[config.mk]
export PLATFORM = sky130hd
export DESIGN_NAME = cmos_ioctl_bridge_flat
export DESIGN_NICKNAME = d
export VERILOG_FILES = /design/src/rtl/cmos_ioctl_bridge_if.sv /design/src/rtl/cmos_ioctl_bridge.sv /design/src/flat_wrapper.sv
export SDC_FILE = /design/constraint.sdc
export NUM_CORES = 1
export LEC_CHECK = 0
export ABC_AREA = 1
export BUFFER_PORTS_ARGS = -buffer_cell sky130_fd_sc_hd__buf_2
export CAP_MARGIN = 40
export CORE_MARGIN = 3
export CORE_UTILIZATION = 25
export CTS_BUF_LIST = sky130_fd_sc_hd__clkbuf_8 sky130_fd_sc_hd__clkbuf_16
export DETAILED_ROUTE_END_ITERATION = 16
export PLACE_DENSITY_LB_ADDON = 0.08
export SLEW_MARGIN = 40
export SYNTH_ARGS = -nofsm -noshare
export SYNTH_HDL_FRONTEND = slang
export SYNTH_SLANG_ARGS = --single-unit
[constraint.sdc]
create_clock -name clk_sys -period 1.6 [get_ports clk_sys]
set_input_delay 0.4 -clock clk_sys [delete_from_list [all_inputs] [get_ports clk_sys]]
set_output_delay 0.4 -clock clk_sys [all_outputs]
set_load 0.01 [all_outputs]
[src/rtl/cmos_ioctl_bridge_if.sv]
// HPS ioctl channel as seen by the NVRAM bridge.
interface cmos_ioctl_bridge_if;
  logic        ioctl_download;
  logic        ioctl_upload;
  logic [15:0] ioctl_index;
  logic [24:0] ioctl_addr;
  logic        ioctl_wr;
  logic [7:0]  ioctl_dout;
  logic        ioctl_rd;
  logic [7:0]  ioctl_din;
  logic        ioctl_wait;

  modport master (
    output ioctl_download, ioctl_upload, ioctl_index, ioctl_addr,
           ioctl_wr, ioctl_dout, ioctl_rd,
    input  ioctl_din, ioctl_wait
  );

  modport slave (
    input  ioctl_download, ioctl_upload, ioctl_index, ioctl_addr,
           ioctl_wr, ioctl_dout, ioctl_rd,
    output ioctl_din, ioctl_wait
  );
endinterface

[src/rtl/cmos_ioctl_bridge.sv]
// NVRAM save/restore bridge between the HPS ioctl channel and the
// 1024x4 CMOS RAM port B. Bytes are packed as {nib[2N+1], nib[2N]}.
module cmos_ioctl_bridge #(
  parameter int unsigned INDEX  = 4,
  parameter int unsigned NBYTES = 512
) (
  input  logic                     clk_sys,
  input  logic                     reset,
  cmos_ioctl_bridge_if.slave       ioctl,
  output logic [9:0]               cmos_addr,
  output logic [3:0]               cmos_wdata,
  output logic                     cmos_we,
  input  logic [3:0]               cmos_rdata,
  input  logic                     cpu_cmos_we,
  output logic                     cmos_dirty
);

  localparam logic [24:0] NB  = 25'(NBYTES);
  localparam logic [7:0]  IDX = 8'(INDEX);

  typedef enum logic [2:0] {IDLE, WR_LO, WR_HI, RD_LO, RD_WAIT, RD_HI} state_t;

  state_t      state_q, state_d;
  logic [8:0]  a_q, a_d;
  logic [3:0]  hi_q, hi_d;
  logic [3:0]  lo_q, lo_d;
  logic        last_q, last_d;
  logic [7:0]  din_q, din_d;
  logic [9:0]  addr_q, addr_d;
  logic [3:0]  wdata_q, wdata_d;
  logic        we_q, we_d;
  logic        dirty_q, dirty_d;

  logic        sel, wr_v, rd_v, in_range, is_last;
  logic        unused_index_hi;

  assign sel      = (ioctl.ioctl_index[7:0] == IDX);
  assign wr_v     = sel && ioctl.ioctl_download && ioctl.ioctl_wr;
  assign rd_v     = sel && ioctl.ioctl_upload && ioctl.ioctl_rd;
  assign in_range = (ioctl.ioctl_addr < NB);
  assign is_last  = (ioctl.ioctl_addr == NB - 25'd1);
  assign unused_index_hi = &{1'b0, ioctl.ioctl_index[15:8]};

  assign ioctl.ioctl_din  = din_q;
  assign ioctl.ioctl_wait = (state_q != IDLE);
  assign cmos_addr        = addr_q;
  assign cmos_wdata       = wdata_q;
  assign cmos_we          = we_q;
  assign cmos_dirty       = dirty_q;

  // Port B outputs are registered and computed for the state being entered,
  // so cmos_addr naturally holds its last value while idle.
  always_comb begin
    state_d = state_q;
    a_d     = a_q;
    hi_d    = hi_q;
    lo_d    = lo_q;
    last_d  = last_q;
    din_d   = din_q;
    addr_d  = addr_q;
    wdata_d = wdata_q;
    we_d    = 1'b0;
    dirty_d = dirty_q;

    case (state_q)
      IDLE: begin
        if (wr_v) begin
          if (in_range) begin
            state_d = WR_LO;
            a_d     = ioctl.ioctl_addr[8:0];
            hi_d    = ioctl.ioctl_dout[7:4];
            we_d    = 1'b1;
            addr_d  = {ioctl.ioctl_addr[8:0], 1'b0};
            wdata_d = ioctl.ioctl_dout[3:0];
          end
        end else if (rd_v) begin
          if (in_range) begin
            state_d = RD_LO;
            a_d     = ioctl.ioctl_addr[8:0];
            last_d  = is_last;
            addr_d  = {ioctl.ioctl_addr[8:0], 1'b0};
          end else begin
            din_d = 8'hFF;
          end
        end
      end
      WR_LO: begin
        state_d = WR_HI;
        we_d    = 1'b1;
        addr_d  = {a_q, 1'b1};
        wdata_d = hi_q;
      end
      WR_HI: state_d = IDLE;
      RD_LO: begin
        state_d = RD_WAIT;
        addr_d  = {a_q, 1'b1};
      end
      RD_WAIT: begin
        state_d = RD_HI;
        lo_d    = cmos_rdata;
      end
      RD_HI: begin
        state_d = IDLE;
        din_d   = {cmos_rdata, lo_q};
        if (last_q) dirty_d = 1'b0;
      end
      default: state_d = IDLE;
    endcase

    if (cpu_cmos_we) dirty_d = 1'b1;
  end

  always_ff @(posedge clk_sys) begin
    if (reset) begin
      state_q <= IDLE;
      a_q     <= '0;
      hi_q    <= '0;
      lo_q    <= '0;
      last_q  <= 1'b0;
      din_q   <= '0;
      addr_q  <= '0;
      wdata_q <= '0;
      we_q    <= 1'b0;
      dirty_q <= 1'b0;
    end else begin
      state_q <= state_d;
      a_q     <= a_d;
      hi_q    <= hi_d;
      lo_q    <= lo_d;
      last_q  <= last_d;
      din_q   <= din_d;
      addr_q  <= addr_d;
      wdata_q <= wdata_d;
      we_q    <= we_d;
      dirty_q <= dirty_d;
    end
  end

endmodule
[src/flat_wrapper.sv]
// flat-port wrapper written by rule: the top's interface ports become plain ports
module cmos_ioctl_bridge_flat 
#(
  parameter int unsigned INDEX  = 4,
  parameter int unsigned NBYTES = 512
)
  (clk_sys, reset, cmos_addr, cmos_wdata, cmos_we, cmos_rdata, cpu_cmos_we, cmos_dirty, ioctl_ioctl_download, ioctl_ioctl_upload, ioctl_ioctl_index, ioctl_ioctl_addr, ioctl_ioctl_wr, ioctl_ioctl_dout, ioctl_ioctl_rd, ioctl_ioctl_din, ioctl_ioctl_wait);
  cmos_ioctl_bridge_if ioctl_i ();
  input  logic clk_sys;
  input  logic reset;
  output logic [9:0] cmos_addr;
  output logic [3:0] cmos_wdata;
  output logic cmos_we;
  input  logic [3:0] cmos_rdata;
  input  logic cpu_cmos_we;
  output logic cmos_dirty;
  input wire logic [$bits(ioctl_i.ioctl_download)-1:0] ioctl_ioctl_download;
  input wire logic [$bits(ioctl_i.ioctl_upload)-1:0] ioctl_ioctl_upload;
  input wire logic [$bits(ioctl_i.ioctl_index)-1:0] ioctl_ioctl_index;
  input wire logic [$bits(ioctl_i.ioctl_addr)-1:0] ioctl_ioctl_addr;
  input wire logic [$bits(ioctl_i.ioctl_wr)-1:0] ioctl_ioctl_wr;
  input wire logic [$bits(ioctl_i.ioctl_dout)-1:0] ioctl_ioctl_dout;
  input wire logic [$bits(ioctl_i.ioctl_rd)-1:0] ioctl_ioctl_rd;
  output wire logic [$bits(ioctl_i.ioctl_din)-1:0] ioctl_ioctl_din;
  output wire logic [$bits(ioctl_i.ioctl_wait)-1:0] ioctl_ioctl_wait;
  assign ioctl_i.ioctl_download = ioctl_ioctl_download;
  assign ioctl_i.ioctl_upload = ioctl_ioctl_upload;
  assign ioctl_i.ioctl_index = ioctl_ioctl_index;
  assign ioctl_i.ioctl_addr = ioctl_ioctl_addr;
  assign ioctl_i.ioctl_wr = ioctl_ioctl_wr;
  assign ioctl_i.ioctl_dout = ioctl_ioctl_dout;
  assign ioctl_i.ioctl_rd = ioctl_ioctl_rd;
  assign ioctl_ioctl_din = ioctl_i.ioctl_din;
  assign ioctl_ioctl_wait = ioctl_i.ioctl_wait;
  cmos_ioctl_bridge #(.INDEX(INDEX), .NBYTES(NBYTES)) u_core (.clk_sys(clk_sys), .reset(reset), .ioctl(ioctl_i), .cmos_addr(cmos_addr), .cmos_wdata(cmos_wdata), .cmos_we(cmos_we), .cmos_rdata(cmos_rdata), .cpu_cmos_we(cpu_cmos_we), .cmos_dirty(cmos_dirty));
endmodule
### Yosys cells after proc, flatten, opt, wreduce, memory -nomap -nowiden

Cells that the tools add are included.

* bits in registers: 45
* input port bits: 60
* output and inout bits: 25

* magnitude comparators: 1
* equality and inequality tests: 14
* multiplexer cells: 25
* bitwise operators: 1
* reductions and logical operators: 21

Operators by type and width (number)
* two-way mux 10 bit: 3
* two-way mux 9 bit: 3
* equality test 25 x 9 -> 1 bit (second input constant): 1
* less-than comparator 25 x 10 -> 1 bit (second input constant): 1
* two-way mux 8 bit: 3
* case mux 10 bit (2 select lines): 1
* case mux 8 bit (2 select lines): 1
* two-way mux 3 bit: 4
* case mux 3 bit (4 select lines): 1
* nonzero test 2 bit: 6
* AND reduction 3 bit: 3
* equality test 8 x 3 -> 1 bit (second input constant): 1
* two-way mux 4 bit: 2
* case mux 4 bit (2 select lines): 1
* AND reduction 4 bit: 2
* equality test 3 bit (second input constant): 2
* inequality test 2 x 1 -> 1 bit (second input constant): 3
* inequality test 3 bit (second input constant): 2
* AND reduction 2 bit: 3
* two-way mux 1 bit: 5
* logical AND 1 bit: 4
* inequality test 2 bit (second input constant): 2
* equality test 3 x 1 -> 1 bit (second input constant): 1
* equality test 3 x 2 -> 1 bit (second input constant): 1
* 6 further kinds: 6

### Longest topological paths before layout

* depth after elaboration: 6
* mapped depth: 11
* depth with buffers taken out: 10

### Least setup slack after synthesis

No wires, ideal clock.

* path type: input port to flip-flop
* start point: in ioctl_ioctl_addr[21]
* end point: reg u_core.a_q[7]
* arrival: 1.232 ns
* required time: 1.488 ns
* path slack: 0.256 ns
* stages: 9
* path buffers: 1
* cells stage by stage: nor2_1 > nand2_1 > nor2_2 > nand3_4 > inv_2 > nand2_4 > buf_6 > nor2_2 > nor2_2

* longest elaborated chain between the ends: 4

Ends and longest elaborated chain
* start, declared: line flat_wrapper.sv:20 `input wire logic [$bits(ioctl_i.ioctl_addr)-1:0] ioctl_ioctl_addr;`
* less-than comparator 25 x 10 -> 1 bit *: line cmos_ioctl_bridge.sv:40 `assign in_range = (ioctl.ioctl_addr < NB);`
* two-way mux 9 bit *
* two-way mux 9 bit
* two-way mux 9 bit *
* end signal, assigned: line cmos_ioctl_bridge.sv:116 `a_q <= '0;`
* end signal, assigned: line cmos_ioctl_bridge.sv:127 `a_q <= a_d;`
* end, declared: line cmos_ioctl_bridge.sv:24 `logic [8:0] a_q, a_d;`

Mark *: on every way between the ends. The rest lies on a longest branch, timed or not. The select of a mux whose other input is x is not followed.
A chain may end at the register's enable or synchronous reset.

### Worst setup path after layout

* start point: reg u_core.state_q[2]
* end point: out ioctl_ioctl_wait

* longest elaborated chain between the ends: 1

Ends and longest elaborated chain
* start, declared: line cmos_ioctl_bridge.sv:23 `state_t state_q, state_d;`
* start signal, assigned: line cmos_ioctl_bridge.sv:126 `state_q <= state_d;`
* nonzero test 3 bit: line cmos_ioctl_bridge.sv:45 `assign ioctl.ioctl_wait = (state_q != IDLE);`
* end, declared: line flat_wrapper.sv:25 `output wire logic [$bits(ioctl_i.ioctl_wait)-1:0] ioctl_ioctl_wait;`

Every way passes these cells.

==> summary.txt <==
Clock root buffer: clkbuf_8
Max Fclk: 669 MHz
RSZ-0062 raised after global routing: yes
Max Cap Viol: 0
Total CTS buffers: 5
Setup-failing EPs final: 0
CTS tree: done
# diodes: 0
Core area: 0.00826 sq mm
HPWL Detailed: 4260 microns
Clock Sinks: 45
Total GRT Usage: 11.8%
Final Hold Fails: 0
Skew final: 0.00676 ns
Critical path arrival: 1.09 ns
Worst Hold Class: in2reg
Cts hold-fix bufs: 0
Flops & latches, synth: 45
Area growth syn-to-layout: 32.8%
Routed Antenna Nets: 0
Clock Pin Slew Worst Setup and Hold Paths: 0.09 ns
Critical Path RT: 1.20 ns
CTS Buffer Depth: 2
Syn nets: 373
CTS HTree Levels: 2
Crit path launch type: flip-flop
Via density: 4.09
Relative slew slack: 79.0%
Minimum clock period: 1.49 ns
Placed Area: 0.00271 sq mm
Worst slew pin tran: 0.315 ns
Synth warn: 0
Power Density: 705 mW/mm^2
Post-Route WL: 5470 microns
VDD IR-drop max: 0.303 mV
Fin cells: 505
First DRT Iteration DRCs: 28
Max FO, Critical Path: 5
Mean area per synthesized cell: 6.80 sq um
First-pass GRT wire length: 9340 microns
# DRC: 0
Crit path kind: reg2out
Most frequent cells in the layout: 77 x nor2_1, 76 x buf_2, 66 x nand2_1, 45 x dfxtp_1, 33 x inv_1
1st-pass router iterations: 4
FP Rows: 33
Clock Latency Late Sink: 0.29 ns
Die area: 0.00965 sq mm
Die Span Y: 98.2 microns
Final design utilization: 34.2%
Post-route clock period utilization: 93.4%
Status: complete, no violations
Grt ovf: 0
RD Place Congestion: 0.748
Final slew viol count: 0
Commonest non-fill, non-tap cell in the layout: nor2_1
Wirelength per Cell: 10.8 microns
Chip Width: 98.2 microns
Placed insts: 496
Post-Syn Area: 0.00213 sq mm
Worst setup EP type: output pin
Largest net degree at the start of global routing: 29
P_leak: 1.42 nW
Nets: 460
# port buffers: 76
IO Count: 85
Initial antenna violation count: 0
Total number of vias: 2067
Vias in the first global route: 2061
Synth unique cells: 24
Initial core utilization: 25.8%
Fin area: 0.00283 sq mm
Sequential fraction of the synthesis area: 42.4%
WHS: 0.312 ns
Syn Inst Count: 313
Share of layout cells above drive strength 1: 29.8%
-- cells by family after synthesis --
| kind of cell | synth area share, % |
|---|---|
| buffers and inverters | 8.88 |
| flip-flops | 42.4 |
| multiplexers | 2.12 |
| AND/OR/NAND/NOR | 37.7 |
| AO/OA/AOI/OAI | 8.94 |
-- cells in the mapped netlist --
library cell,number,share of area (%)
buf_2,3,0.71
o21ai_1,1,0.24
nor2_2,6,1.8
nand4_1,3,0.88
nand3_2,1,0.47
nor2_4,2,1.1
nand3b_1,9,3.2
inv_2,3,0.53
dfxtp_1,45,42
mux2_2,4,2.1
nor2_1,77,14
nand2_1,66,12
o21ai_0,26,6.1
nand2_2,3,0.88
buf_6,1,0.53
buf_4,1,0.35
nand2_4,2,1.1
a21oi_1,11,2.6
nand3_4,1,0.82
nor3_1,4,0.94
clkbuf_1,4,0.71
clkinv_2,1,0.24
nand3_1,6,1.4
inv_1,33,5.8
-- layer usage --
layer	part of all wire, %	up-vias	global-route usage, %
li1	-	1138	-
met1	45	885	14.4
met2	49	42	20.7
met3	5.3	2	3.29
met4	0.73	0	2.84
met5	0	-	0
-- layout make-up --
type,instances,area (sq um)
Inverter,37,141
Sequential cell,45,901
Clock buffer,6,82.6
Fill cell,933,5430
Timing Repair Buffer,89,515
Clock inverter,1,7.51
Tap cell,105,131
Multi-Input combinational cell,222,1050
-- sequential cells by signal, summed over array words and instances, names as in the netlist --
register and flops:
u_core.cmos_addr 10, u_core.cmos_dirty 1, u_core.cmos_we 1, u_core.state_q 3
u_core.lo_q 4, u_core.hi_q 4, u_core.ioctl.ioctl_din 8, u_core.last_q 1
u_core.cmos_wdata 4, u_core.a_q 9
-- critical path, cell delays in order, from the launching register on --
cell and delay (ns):
dfxtp_1 0.34, inv_2 0.09, nand2_2 0.07, nor2_4 0.12
inv_1 0.05, buf_2 0.13
-- final timing paths --
check                                                from                        end  slack, ns  cells past startpoint
worst max-delay path                    u_core.state_q[2]           ioctl_ioctl_wait       0.11                      5
worst min-delay path                          cpu_cmos_we          u_core.cmos_dirty       0.31                      3
worst max register to register          u_core.state_q[2]        u_core.cmos_addr[7]       0.19                     10
worst min register to register  u_core.ioctl.ioctl_din[6]  u_core.ioctl.ioctl_din[6]       0.45                      2
-- metrics by stage --
step / total power, mW / setup TNS (ns) / setup slack [ns]
floorplan: 1.21 / 0 / 0.256
global placement: 1.30 / -0.185 / -0.0259
detailed placement: 1.30 / -0.410 / -0.0476
CTS: 2.04 / 0 / 0.0514
global route: 2.10 / -0.00655 / -0.00655
finish: 1.99 / 0 / 0.105
-- power by group --
| part | total, mW | leakage (nW) | internal (mW) | switching (mW) |
|---|---|---|---|---|
| logic | 0.151 | 1.02 | 0.0762 | 0.0743 |
| clock network | 0.719 | 0.0433 | 0.342 | 0.377 |
| registers | 1.12 | 0.363 | 1.12 | 0.000734 |
-- repair_timing --
item                       CTS  global route
resized for setup            0             2
setup endpoints to repair    1            15
buffers inserted             2             0
pin swaps                    1             1
Note: power is estimated with default switching activity, not from simulation.
